==> src/rtl/sobel_3x3_kernel_module.sv <==
// Pipelined 3x3 Sobel filter: vertical/horizontal gradient, magnitude or bypass per pixel.
// Window sampled at edge N is presented on the outputs at edge N+3.
module sobel_3x3_kernel_module #(
    parameter int unsigned CH_W     = 4,
    parameter int unsigned NCH      = 3,
    parameter int unsigned SHIFT    = 0,
    parameter bit          ABS_GRAD = 1'b0
) (
    input  logic                    clk,
    input  logic                    reset,
    input  logic                    in_valid,
    input  logic [9*NCH*CH_W-1:0]   window_data,
    input  logic [1:0]              mode,
    output logic                    out_valid,
    output logic [NCH*CH_W-1:0]     filter_out,
    output logic [NCH*CH_W-1:0]     centre_out
);
    localparam int unsigned PW = NCH * CH_W;
    localparam int unsigned GW = CH_W + 4;
    localparam logic [GW-1:0] ChMax = GW'((1 << CH_W) - 1);

    localparam int unsigned SlotC  = 0;
    localparam int unsigned SlotL  = 1;
    localparam int unsigned SlotR  = 2;
    localparam int unsigned SlotU  = 3;
    localparam int unsigned SlotD  = 4;
    localparam int unsigned SlotUl = 5;
    localparam int unsigned SlotUr = 6;
    localparam int unsigned SlotDl = 7;
    localparam int unsigned SlotDr = 8;

    typedef enum logic [1:0] {
        ModeKv     = 2'd0,
        ModeKh     = 2'd1,
        ModeMag    = 2'd2,
        ModeBypass = 2'd3
    } mode_e;

    // Slot 0 (centre) sits in the window MSBs.
    function automatic logic [CH_W-1:0] px_ch(input logic [9*PW-1:0] win,
                                              input int unsigned slot,
                                              input int unsigned ch);
        return win[(8 - slot) * PW + ch * CH_W +: CH_W];
    endfunction

    function automatic logic signed [GW-1:0] ext(input logic [CH_W-1:0] v);
        return $signed({4'b0000, v});
    endfunction

    // Stage 1: input capture
    logic [9*PW-1:0] r1_win;
    mode_e           r1_mode;
    logic            r1_valid;

    always_ff @(posedge clk) begin
        if (!reset) begin
            r1_valid <= 1'b0;
        end else begin
            r1_valid <= in_valid;
        end
    end

    always_ff @(posedge clk) begin
        r1_win  <= window_data;
        r1_mode <= mode_e'(mode);
    end

    // Stage 2: signed gradients and their magnitudes
    logic [GW-1:0]  w_abs_kv [NCH];
    logic [GW-1:0]  w_abs_kh [NCH];
    logic [GW-1:0]  w_mag    [NCH];
    logic [NCH-1:0] w_kv_neg;
    logic [NCH-1:0] w_kh_neg;

    for (genvar c = 0; c < NCH; c++) begin : g_grad
        logic signed [GW-1:0] w_kv;
        logic signed [GW-1:0] w_kh;

        assign w_kv = (ext(px_ch(r1_win, SlotDl, c)) + (ext(px_ch(r1_win, SlotD, c)) <<< 1)
                       + ext(px_ch(r1_win, SlotDr, c)))
                    - (ext(px_ch(r1_win, SlotUl, c)) + (ext(px_ch(r1_win, SlotU, c)) <<< 1)
                       + ext(px_ch(r1_win, SlotUr, c)));
        assign w_kh = (ext(px_ch(r1_win, SlotUr, c)) + (ext(px_ch(r1_win, SlotR, c)) <<< 1)
                       + ext(px_ch(r1_win, SlotDr, c)))
                    - (ext(px_ch(r1_win, SlotUl, c)) + (ext(px_ch(r1_win, SlotL, c)) <<< 1)
                       + ext(px_ch(r1_win, SlotDl, c)));

        assign w_kv_neg[c] = w_kv[GW-1];
        assign w_kh_neg[c] = w_kh[GW-1];
        assign w_abs_kv[c] = w_kv[GW-1] ? -w_kv : w_kv;
        assign w_abs_kh[c] = w_kh[GW-1] ? -w_kh : w_kh;
        assign w_mag[c]    = w_abs_kv[c] + w_abs_kh[c];
    end

    logic [GW-1:0]  r2_abs_kv [NCH];
    logic [GW-1:0]  r2_abs_kh [NCH];
    logic [GW-1:0]  r2_mag    [NCH];
    logic [NCH-1:0] r2_kv_neg;
    logic [NCH-1:0] r2_kh_neg;
    logic [PW-1:0]  r2_centre;
    mode_e          r2_mode;
    logic           r2_valid;

    always_ff @(posedge clk) begin
        if (!reset) begin
            r2_valid <= 1'b0;
        end else begin
            r2_valid <= r1_valid;
        end
    end

    always_ff @(posedge clk) begin
        r2_abs_kv <= w_abs_kv;
        r2_abs_kh <= w_abs_kh;
        r2_mag    <= w_mag;
        r2_kv_neg <= w_kv_neg;
        r2_kh_neg <= w_kh_neg;
        r2_centre <= r1_win[9*PW-1 -: PW];
        r2_mode   <= r1_mode;
    end

    // Stage 3: mode select, shift and per-channel saturation
    logic [PW-1:0] w_res;

    for (genvar c = 0; c < NCH; c++) begin : g_sat
        logic [GW-1:0] w_g;
        logic [GW-1:0] w_r;

        always_comb begin
            case (r2_mode)
                ModeKv:  w_g = (r2_kv_neg[c] && !ABS_GRAD) ? '0 : r2_abs_kv[c];
                ModeKh:  w_g = (r2_kh_neg[c] && !ABS_GRAD) ? '0 : r2_abs_kh[c];
                default: w_g = r2_mag[c];
            endcase
        end

        assign w_r = w_g >> SHIFT;
        assign w_res[c*CH_W +: CH_W] = (r2_mode == ModeBypass) ? r2_centre[c*CH_W +: CH_W]
                                     : (w_r > ChMax)           ? ChMax[CH_W-1:0]
                                     :                           w_r[CH_W-1:0];
    end

    logic [PW-1:0] r3_res;
    logic [PW-1:0] r3_centre;
    logic          r3_valid;

    always_ff @(posedge clk) begin
        if (!reset) begin
            r3_valid <= 1'b0;
        end else begin
            r3_valid <= r2_valid;
        end
    end

    always_ff @(posedge clk) begin
        r3_res    <= w_res;
        r3_centre <= r2_centre;
    end

    // Output register holds the last result across bubbles.
    always_ff @(posedge clk) begin
        if (!reset) begin
            out_valid  <= 1'b0;
            filter_out <= '0;
            centre_out <= '0;
        end else begin
            out_valid <= r3_valid;
            if (r3_valid) begin
                filter_out <= r3_res;
                centre_out <= r3_centre;
            end
        end
    end

endmodule

==> config.mk <==
export PLATFORM = sky130hd
export DESIGN_NAME = sobel_3x3_kernel_module
export DESIGN_NICKNAME = d
export VERILOG_FILES = /design/src/rtl/sobel_3x3_kernel_module.sv
export SDC_FILE = /design/constraint.sdc
export NUM_CORES = 1
export LEC_CHECK = 0
export ABC_AREA = 1
export CELL_PAD_IN_SITES_DETAIL_PLACEMENT = 0
export CELL_PAD_IN_SITES_GLOBAL_PLACEMENT = 1
export CORE_ASPECT_RATIO = 0.8
export CORE_MARGIN = 2
export CORE_UTILIZATION = 43
export CTS_CLUSTER_DIAMETER = 150
export DETAILED_ROUTE_END_ITERATION = 8
export PLACE_DENSITY_LB_ADDON = 0.12
export SETUP_SLACK_MARGIN = 0.15
export SLEW_MARGIN = 20
export SYNTH_ARGS = -nofsm -noshare
export SYNTH_HDL_FRONTEND = slang
export SYNTH_SLANG_ARGS = --single-unit
==> constraint.sdc <==
create_clock -name clk -period 5.4 [get_ports clk]
set_input_delay 1.08 -clock clk [delete_from_list [all_inputs] [get_ports clk]]
set_output_delay 1.08 -clock clk [all_outputs]
set_load 0.01 [all_outputs]
==> results.json, run 1 <==
{
  "arrival_ns": 5.23,
  "syn_inst": 1246,
  "final_max_slew_viol_count": 0,
  "worstReg2RegStart": "r1_win[30]$_DFF_P_",
  "drive_gt1_frac": 0.0577,
  "worstSetupEndpointType": "register",
  "ys_ff_latch": 254,
  "ys.flop_type": "dfxtp_1",
  "final_area_mm2": 0.0143,
  "maxCapViolations": 0,
  "hp-start": "r1_win[102]$_DFF_P_",
  "cp_top_family": "adder cells",
  "min_to": "r2_centre[6]$_DFF_P_",
  "crit_buf_inv": 5,
  "yosysWarnings": 0,
  "area_growth_pct": 23.3,
  "fmax_ghz": 0.209,
  "drt_iter0_drc": 312,
  "period_minus_slack_ns": 4.79,
  "rsz0062_at_grt": "false",
  "cts_resized": 0,
  "path_class": "reg -> reg",
  "place_congestion": 0.801,
  "synth_sequential_area_ratio": 0.437,
  "finalCritPeriodShare": 0.888,
  "grt_pass1_wl_mm": 35.9,
  "ios": 138,
  "hold_viol": 0,
  "fin_nets": 1685,
  "hp-class": "reg -> reg",
  "wl_per_cell_um": 11.8,
  "syn-cell-area_mm2": 0.0116,
  "vias": 7738,
  "synth_cell_types": 37,
  "io_buffers": 137,
  "synth_top_area_share": 0.437,
  "fill_cells": 2412,
  "dr.pass1.iters": 4,
  "cts_tree": "built",
  "setup-tns-final_ns": 0,
  "ff2ff_path_depth": 19,
  "critPathMaxStageDelay_ns": 0.54,
  "cp.required_ns": 5.83,
  "dpl_worst_slack_ns": 0.613,
  "grt_usage": 0.155,
  "synth_edf_count": 0,
  "cts.hold.buffers_added": 0,
  "crit_fanout": 7,
  "synthTopCellsByCount": "281 x inv_1, 254 x dfxtp_1, 136 x nand2_1",
  "ir_drop_v": 0.000303,
  "final_antenna_net_count": 0,
  "status": "complete, no violations",
  "seqCellArea_mm2": 0.00508,
  "cts_setup_buffers": 0,
  "yosysTopAreaCell": "dfxtp_1",
  "fin_skew_ns": 0.0136,
  "grt_max_degree": 29,
  "die_w_um": 188,
  "cts_max_level": 1,
  "r2r_setup_slack_ns": 0.61,
  "core-area_mm2": 0.0265,
  "hold_depth": 0,
  "gr-total-overflow": 0,
  "p_leak_nw": 7.08,
  "critPathSlowestCell": "fa_1",
  "synth_area_leaders": "dfxtp_1 44%, fa_1 16%, inv_1 9.1%, ha_1 8.1%, nand2_1 4.4%",
  "antenna_found_initial": 0,
  "final_core_util": 0.542,
  "fin_ws_ns": 0.606,
  "async_flop_share": 0,
  "maxSlewHeadroom": 0.415,
  "die_y_um": 151,
  "multiInputGateArea_mm2": 0.00540,
  "yosysMostFrequentCell": "inv_1",
  "clk_pin_slew_ns": 0.06,
  "grt_pass1_vias": 7733,
  "routed_via_density": 4.35,
  "clk-insertion-delay-late_ns": 0.55,
  "start_util": 0.440,
  "drc": 0,
  "diodes": 0,
  "path_cells": "inv_1 -> fa_1 -> fa_1 -> inv_1 -> fa_1 -> inv_1 -> fa_1 -> nand3_1 -> nand2_2 -> a21oi_4 -> inv_1 -> o21ai_0 -> inv_1 -> fa_1 -> o21ai_0 -> a21oi_1 -> nor2_1 -> nor2_1 -> xor2_1",
  "syn_avg_cell_area_um2": 9.34,
  "clockRootBuffer": "clkbuf_16",
  "p_per_area_mw_per_mm2": 639,
  "r2r_end": "r2_mag[14]$_DFF_P_",
  "cts_buffers": 27,
  "routed_wl_mm": 21.0,
  "cts_sinks": 254,
  "worstSetupStartpointType": "register",
  "placed_area_mm2": 0.0134,
  "dpl.hpwl_mm": 16.4,
  "tightest_slew_ns": 0.875,
  "clockBufferDepth": 3,
  "fp-row-count": 53,
  "setup_viol": 0,
  "die_area_mm2": 0.0284
}
## where the power goes
group          leakage (nW)  internal (W)  total [W]  switching, W
Combinational          4.48       0.00193    0.00481       0.00288
Clock                 0.465       0.00117    0.00192      0.000754
Sequential             2.13       0.00234    0.00245      0.000105
Total                  7.08       0.00544    0.00917       0.00374
## routing by layer
layer,track usage,vias to the layer above,share of wire
met5,0,-,0
met4,0.0476,0,0.025
met3,0.0299,30,0.049
met2,0.250,159,0.42
met1,0.213,3460,0.50
li1,-,4089,-
## cells in the final DEF (no fill, tap or decap), drive strengths merged
| cell type | count |
|---|---|
| a21oi | 69 |
| a21o | 3 |
| nand3b | 2 |
| a31oi | 5 |
| inv | 292 |
| o22ai | 1 |
| o21ai | 50 |
| and3 | 1 |
| xnor2 | 17 |
| clkdlybuf4s50 | 137 |
| conb | 6 |
| or2 | 1 |
| clkinv | 9 |
| nor2 | 114 |
| dfxtp | 254 |
| clkinvlp | 1 |
| nand4 | 3 |
| bufinv | 4 |
| ha | 75 |
| o211ai | 5 |
| or3 | 1 |
| xor2 | 18 |
| fa | 93 |
| nand3 | 58 |
| o21bai | 2 |
| nor3 | 16 |
| and2 | 3 |
| o31ai | 2 |
| nand2 | 148 |
| clkbuf | 32 |
## through the flow
step | hold WS, ns | power, W | std cells
floorplan | 0.310 | 0.00626 | 1251
global placement | 0.312 | 0.00727 | 1732
detailed placement | 0.313 | 0.00731 | 1732
CTS | 0.328 | 0.00929 | 1779
global route | 0.331 | 0.0102 | 1779
finish | 0.327 | 0.00917 | 1779
## kinds of logic (layout without fill, tap and decap cells)
family | after synthesis | after routing | share of synthesized area
AOI/OAI and AO/OA | 137 | 137 | 0.0683
xor gates and xnor gates | 35 | 35 | 0.0263
adders and majority gates | 168 | 168 | 0.241
buffers and inverters | 304 | 475 | 0.100
DFF | 254 | 254 | 0.437
other | 1 | 6 | 0.000322
and+or+nand+nor | 347 | 347 | 0.127
## state kept, by name, indices dropped and copies added, names as in the netlist, 12 cells and up
name / count
r3_centre: 12
r2_mag: 24
r2_abs_kh: 24
r2_abs_kv: 24
r2_centre: 12
filter_out: 12
r1_win: 108
centre_out: 12
r3_res: 12
## final cells by class
class	instances	share of cell area
tap	357	0.0311
clock inverter	15	0.0147
multi-input combinational	693	0.377
inverter	291	0.0761
timing repair buffer	137	0.0956
clock buffer	32	0.0512
sequential	254	0.354
## worst max path at each step
stage	slack, ns	startpoint	cells after the start	end
4_1_cts	0.60	r1_win[30]$_DFF_P_	22	r2_mag[13]$_DFF_P_
6_report	0.61	r1_win[30]$_DFF_P_	19	r2_mag[14]$_DFF_P_
2_1_floorplan	0.94	r1_win[30]$_DFF_P_	19	r2_mag[14]$_DFF_P_
3_5_place_dp	0.61	r1_win[30]$_DFF_P_	22	r2_mag[13]$_DFF_P_
3_3_place_gp	0.66	r1_win[18]$_DFF_P_	22	r2_mag[13]$_DFF_P_
5_1_grt	0.22	r1_win[18]$_DFF_P_	19	r2_mag[14]$_DFF_P_
## worst register-to-register path, delay by kind of cell (launching register included)
kind	cells	cell delay [ns]
and+or+nand+nor	4	0.39
DFF	1	0.36
xor gates and xnor gates	1	0.13
AOI/OAI and AO/OA	4	0.92
buffers and inverters	5	0.41
adders and majority gates	5	2.49
Note: power is estimated with default switching activity, not from simulation.
==> inputs of run 2 (changes only) <==
--- a/config.mk
+++ b/config.mk
@@ -13,6 +13,7 @@
 export CORE_UTILIZATION = 43
 export CTS_CLUSTER_DIAMETER = 150
 export DETAILED_ROUTE_END_ITERATION = 8
+export GPL_ROUTABILITY_DRIVEN = 0
 export PLACE_DENSITY_LB_ADDON = 0.12
 export SETUP_SLACK_MARGIN = 0.15
 export SLEW_MARGIN = 20
==> results of run 2 <==
No change in the layout: final DEF, timing and power equal those of run 1.
==> inputs of run 3 (changes only) <==
--- a/config.mk
+++ b/config.mk
@@ -6,6 +6,7 @@
 export NUM_CORES = 1
 export LEC_CHECK = 0
 export ABC_AREA = 1
+export CAP_MARGIN = 20
 export CELL_PAD_IN_SITES_DETAIL_PLACEMENT = 0
 export CELL_PAD_IN_SITES_GLOBAL_PLACEMENT = 1
 export CORE_ASPECT_RATIO = 0.8
@@ -16,7 +17,6 @@
 export GPL_ROUTABILITY_DRIVEN = 0
 export PLACE_DENSITY_LB_ADDON = 0.12
 export SETUP_SLACK_MARGIN = 0.15
-export SLEW_MARGIN = 20
 export SYNTH_ARGS = -nofsm -noshare
 export SYNTH_HDL_FRONTEND = slang
 export SYNTH_SLANG_ARGS = --single-unit
==> results of run 3 <==
No change in the layout: final DEF, timing and power equal those of run 1.
